===== src/rtl/id_ex_hazard_ctrl.sv =====
// rtl/id_ex_hazard_ctrl.sv - IF/ID, ID/EX and PC sequencing for load-use/RAW stalls, branch flush and mul/div freeze
// Optional EX operand forwarding selects are built when HAZ_FWD_EN is defined.
module id_ex_hazard_ctrl #(
  parameter int MD_CYCLES = 8
) (
  input  logic        clk_i,
  input  logic        rst_n,
  input  logic [4:0]  id_rs_i,
  input  logic [4:0]  id_rt_i,
  input  logic        id_use_rs_i,
  input  logic        id_use_rt_i,
  input  logic [4:0]  ex_rs_i,
  input  logic [4:0]  ex_rt_i,
  input  logic [4:0]  ex_dst_i,
  input  logic        ex_regwrite_i,
  input  logic        ex_memread_i,
  input  logic        ex_md_i,
  input  logic [4:0]  mem_dst_i,
  input  logic        mem_regwrite_i,
  input  logic [4:0]  wb_dst_i,
  input  logic        wb_regwrite_i,
  input  logic        branch_taken_i,
  output logic        pc_write_o,
  output logic        ifid_write_o,
  output logic        ifid_flush_o,
  output logic        idex_bubble_o,
  output logic        idex_hold_o,
  output logic [1:0]  fwd_a_o,
  output logic [1:0]  fwd_b_o,
  output logic        md_busy_o,
  output logic [15:0] stall_cnt_o
);

  typedef enum logic {RUN, MD_BUSY} state_t;

  // The RUN cycle that first sees the mul/div already counts as one hold cycle.
  localparam logic [7:0] MD_LOAD = 8'(MD_CYCLES - 2);

  state_t     state_q, state_d;
  logic [7:0] cnt_q, cnt_d;
  logic       hz_ld;
  logic       data_hz;

  assign hz_ld = ex_memread_i && (ex_dst_i != 5'd0) &&
                 ((id_use_rs_i && (id_rs_i == ex_dst_i)) ||
                  (id_use_rt_i && (id_rt_i == ex_dst_i)));

`ifdef HAZ_FWD_EN
  // EX/MEM holds the younger result, so it wins over MEM/WB.
  function automatic logic [1:0] fwd_sel(input logic [4:0] src);
    if (mem_regwrite_i && (mem_dst_i != 5'd0) && (mem_dst_i == src))
      fwd_sel = 2'b10;
    else if (wb_regwrite_i && (wb_dst_i != 5'd0) && (wb_dst_i == src))
      fwd_sel = 2'b01;
    else
      fwd_sel = 2'b00;
  endfunction

  assign fwd_a_o = fwd_sel(ex_rs_i);
  assign fwd_b_o = fwd_sel(ex_rt_i);
  assign data_hz = hz_ld;

  logic unused_ex_regwrite;
  assign unused_ex_regwrite = ex_regwrite_i;
`else
  logic hz_raw;

  // WB is not checked: the register file writes before it is read.
  assign hz_raw = (id_use_rs_i && (id_rs_i != 5'd0) &&
                   ((ex_regwrite_i  && (id_rs_i == ex_dst_i)) ||
                    (mem_regwrite_i && (id_rs_i == mem_dst_i)))) ||
                  (id_use_rt_i && (id_rt_i != 5'd0) &&
                   ((ex_regwrite_i  && (id_rt_i == ex_dst_i)) ||
                    (mem_regwrite_i && (id_rt_i == mem_dst_i))));

  assign fwd_a_o = 2'b00;
  assign fwd_b_o = 2'b00;
  assign data_hz = hz_ld || hz_raw;

  logic unused_fwd;
  assign unused_fwd = ^{ex_rs_i, ex_rt_i, wb_dst_i, wb_regwrite_i};
`endif

  always_comb begin
    state_d       = state_q;
    cnt_d         = cnt_q;
    pc_write_o    = 1'b1;
    ifid_write_o  = 1'b1;
    ifid_flush_o  = 1'b0;
    idex_bubble_o = 1'b0;
    idex_hold_o   = 1'b0;
    md_busy_o     = 1'b0;

    case (state_q)
      RUN: begin
        if (branch_taken_i) begin
          ifid_flush_o  = 1'b1;
          idex_bubble_o = 1'b1;
        end else if (ex_md_i) begin
          idex_hold_o  = 1'b1;
          pc_write_o   = 1'b0;
          ifid_write_o = 1'b0;
          state_d      = MD_BUSY;
          cnt_d        = MD_LOAD;
        end else if (data_hz) begin
          pc_write_o    = 1'b0;
          ifid_write_o  = 1'b0;
          idex_bubble_o = 1'b1;
        end
      end
      MD_BUSY: begin
        if (cnt_q != 8'd0) begin
          idex_hold_o  = 1'b1;
          pc_write_o   = 1'b0;
          ifid_write_o = 1'b0;
          md_busy_o    = 1'b1;
          cnt_d        = cnt_q - 8'd1;
        end else begin
          state_d = RUN;
        end
      end
      default: state_d = RUN;
    endcase
  end

  always_ff @(posedge clk_i or negedge rst_n) begin
    if (!rst_n) begin
      state_q <= RUN;
      cnt_q   <= 8'd0;
    end else begin
      state_q <= state_d;
      cnt_q   <= cnt_d;
    end
  end

  always_ff @(posedge clk_i or negedge rst_n) begin
    if (!rst_n)
      stall_cnt_o <= 16'd0;
    else if (!pc_write_o && (stall_cnt_o != 16'hFFFF))
      stall_cnt_o <= stall_cnt_o + 16'd1;
  end

endmodule

===== config.mk =====
export PLATFORM = sky130hd
export DESIGN_NAME = id_ex_hazard_ctrl
export DESIGN_NICKNAME = d
export VERILOG_FILES = /design/src/rtl/id_ex_hazard_ctrl.sv
export SDC_FILE = /design/constraint.sdc
export NUM_CORES = 1
export LEC_CHECK = 0
export ABC_AREA = 1
export CAP_MARGIN = 20
export CORE_AREA = 8 8 75 77
export DETAILED_ROUTE_END_ITERATION = 6
export DIE_AREA = 0 0 83 85
export PLACE_DENSITY = 0.76
export SETUP_SLACK_MARGIN = 0.05
export SKIP_LAST_GASP = 1
export SLEW_MARGIN = 20
export SYNTH_ARGS = -nofsm -noshare
export SYNTH_HDL_FRONTEND = slang
export SYNTH_SLANG_ARGS = --single-unit

===== constraint.sdc =====
create_clock -name clk_i -period 2 [get_ports clk_i]
set_input_delay 0.3 -clock clk_i [delete_from_list [all_inputs] [get_ports clk_i]]
set_output_delay 0.3 -clock clk_i [all_outputs]
set_load 0.1 [all_outputs]

==> summary.md <==
| Metric | Value |
|---|---|
| GRT met2 Usage | `26.7%` |
| Synth cell types | `30` |
| Critical path depth | `8` |
| Row count | `25` |
| DR WL/cell | `~13 um` |
| Maximum clock frequency | `roughly 0.52 GHz` |
| Final period util | `96.5%` |
| Initial core utilization | `43.1%` |
| Die W | `slightly above 80 um` |
| Vias in the first global route | `~2000` |
| Largest net degree at the start of global routing | `18` |
| Worst clock skew | `~0.0060 ns` |
| First drt pass iteration count | `4` |
| Min Tclk post-route | `a little under 2 ns` |
| Worst-path clk slew | `about 0.090 ns` |
| Clock buffer depth | `2` |
| CTS tree | `done` |
| Cells along the critical path | `inv_2, ha_4, nor3b_2, nand2_1, nand2_4, o21ai_4, nand2_8, buf_12` |
| Sequential area share after synthesis | `around a third` |
| GRT Overall Usage | `between 10% and 20%` |
| Worst Path Required | `approximately 1.7 ns` |
| Worst Hold Class | `primary input to async pin` |
| Grt met3 use | `around 2.3%` |
| Final WL | `between 5000 and 6000 um` |
| R2R depth | `11` |
| H-tree depth | `1` |
| Kind of critical path | `flop to output pin` |
| Fin. max-slew vios | `0` |
| Post-DP Area | `~0.0027 mm^2` |
| Met1 GRT Util | `between 15 and 20%` |
| Inserted Diodes | `0` |
| Die area | `about 0.007 mm^2` |
| Startpoint types | `flop` |
| CP peak stage delay | `0.40 ns` |
| Register Area | `646 um^2` |
| Layout fillers | `approximately 400` |
| Hold Violations, Final | `0` |
| Final setup fails | `0` |
| Crit path DAT | `approximately 1.6 ns` |
| Status | `finished clean` |
| Core ar. | `between 0.004 and 0.005 mm^2` |
| CTS Root Cell | `clkbuf_8` |
| Ports | `71` |
| Layout Area Growth over Synthesis | `44.7%` |
| DRC | `0` |
| Worst-margin pin slew | `about 0.66 ns` |
| Slew margin rel. | `between 50% and 60%` |
| Ys flop type | `dfrtp_1` |
| Total gr overflow | `0` |
| Ys Warns | `0` |
| CTS Buf Count | `3` |
| Yosys reg bits | `25` |
| Post-Syn Area | `about 0.0020 mm^2` |
| Final setup margin | `a little under 0.07 ns` |
| Max Cap Viol | `0` |
| Total power | `3.61 mW` |
| GPL Wtd Cong | `between 0.8 and 0.9` |
| Die height | `about 85 um` |
| Pleak | `1.44 nW` |
| Final instance area | `0.00283 mm^2` |
| Port Buffers | `50` |
| Initial drt markers | `90` |
| Place WS | `-0.245 ns` |
| Fraction of layout cells with a size suffix above 1 | `29.5%` |
| Number of sinks on the clock net | `25` |
| VDD IR max | `between 0.8 and 0.9 mV` |
| Skew-Pair Late Insertion Delay | `roughly 0.28 ns` |
| NumNets Final | `405` |
| Dpl hpwl | `between 4000 and 5000 um` |
| GRT Max-Usage Layer | `met2` |
| Post-synthesis area per instance | `~6.8 um^2` |
| Number of synthesized flops with an enable pin | `0` |
| Critical-path top delay cell | `dfrtp_1` |
| Detailed-route via count | `2031` |
| Worst Path Buf+Inv | `2` |
| Unrepaired setup endpoints after global routing | `true` |
| Area of the multi-input gates | `0.00130 mm^2` |
| FFs w/ async S/R, synth | `100%` |
| Routed Antenna Nets | `0` |
| Power per cell area | `approximately 1300 mW/mm^2` |
| End-of-flow core utilization | `between 60% and 70%` |
| Kind of end point of the critical path | `output pin` |
| Synth Instances | `around 290` |
| Initial antenna violation count | `0` |
| Vias/cell | `between 4 and 5` |
| CP Max Fanout | `4` |
| First-pass GRT wire length | `approximately 9000 um` |
| CP top delay family | `simple AND/OR/NAND/NOR gates` |
synth_stat cells (3+ instances only):
cell type / n / area (um^2)
nand2_1: 84 / 315
inv_1: 34 / 128
nor2_1: 32 / 120
dfrtp_1: 25 / 626
nand4_1: 21 / 131
nand3_1: 20 / 100
o21ai_0: 13 / 65.1
xor2_1: 12 / 105
xnor2_1: 8 / 70.1
a21oi_1: 5 / 25.0
buf_4: 5 / 37.5
nor3_1: 4 / 20.0
ha_1: 3 / 37.5
logic make-up after synthesis:
group / Yosys count / share of synthesized area (%)
other: 1 / 0.192
flip-flops: 25 / 32.0
adder cells (fa/ha/maj): 3 / 1.92
AND/OR/NAND/NOR: 172 / 41.1
AO/OA/AOI/OAI: 22 / 6.14
XOR/XNOR: 20 / 8.95
buffers and inverters: 43 / 9.72
state kept, by name, summed over array words and instances, names as in the netlist:
signal       flops
stall_cnt_o     16
cnt_q            8
state_q          1
worst register-to-register path, delay by kind of cell, from the launching register on:
family / cells / cell delay, ns
AO/OA/AOI/OAI: 1 / 0.10
adder cells (fa/ha/maj): 1 / 0.13
buffers and inverters: 4 / 0.57
flip-flops: 1 / 0.40
AND/OR/NAND/NOR: 5 / 0.52
placed cells by master (no fill, tap or decap), types with 3 or more instances in the layout:
cell / n
inv_1: 26
nand2_1: 78
dfrtp_2: 10
dlygate4sd2_1: 8
clkbuf_8: 3
a21oi_1: 4
o21ai_0: 8
dfrtp_1: 13
nand3_1: 19
nand4_1: 21
inv_2: 8
clkdlybuf4s50_1: 7
nor3_1: 3
clkbuf_2: 8
o21ai_1: 4
nor2_2: 5
xor2_1: 12
buf_4: 35
nor2_1: 27
buf_12: 7
nand2_2: 5
xnor2_1: 7
conb_1: 4
clkdlybuf4s15_1: 5
through the flow:
stage,instances,hold slack [ns],TNS (ns)
after global placement,395,0.499,-3.74
after CTS,403,0.447,0
after global routing,410,0.467,-0.0262
final,410,0.421,0
after floorplan,289,0.00441,0
after detailed placement,395,0.518,-4.16
cell type report:
type | count | area share, %
timing repair buffer | 71 | 22.8
sequential | 25 | 22.8
multi-input combinational | 222 | 45.9
tap | 54 | 2.39
inverter | 34 | 4.51
clock buffer | 3 | 1.46
clock inverter | 1 | 0.177
final timing paths:
| check | start | slack, ns | endpoint |
|---|---|---|---|
| worst max-delay path | cnt_q[1] | 0.07 | pc_write_o |
| worst min-delay path | rst_n | 0.42 | stall_cnt_o[1] |
| worst min register to register | cnt_q[2] | 0.53 | cnt_q[2] |
| worst max register to register | cnt_q[1] | 0.17 | stall_cnt_o[8] |
| min in group clk_i | cnt_q[2] | 0.53 | cnt_q[2] |
| max in group asynchronous | rst_n | 1.01 | cnt_q[3] |
layer usage:
metal	up-vias	wire, um
met5	-	0
met4	0	68
met3	7	162
met2	32	2900
met1	925	2340
li1	1067	-
timing repair:
action                                  4_1_cts  5_1_grt
hold endpoints to repair                      0        0
setup buffers                                 4        6
gates resized for setup                      43       32
endpoints found under the setup margin        8        9
hold buffers                                  0        0
gates cloned                                  0        1
pin swaps                                    17       20
power by group:
group | leakage (nW) | total (mW) | switching (mW) | internal [mW]
sequential | 0.309 | 0.859 | 0.191 | 0.668
combinational | 1.10 | 2.44 | 1.62 | 0.821
clock | 0.0255 | 0.309 | 0.170 | 0.140
(Power assumes the default switching activity.)
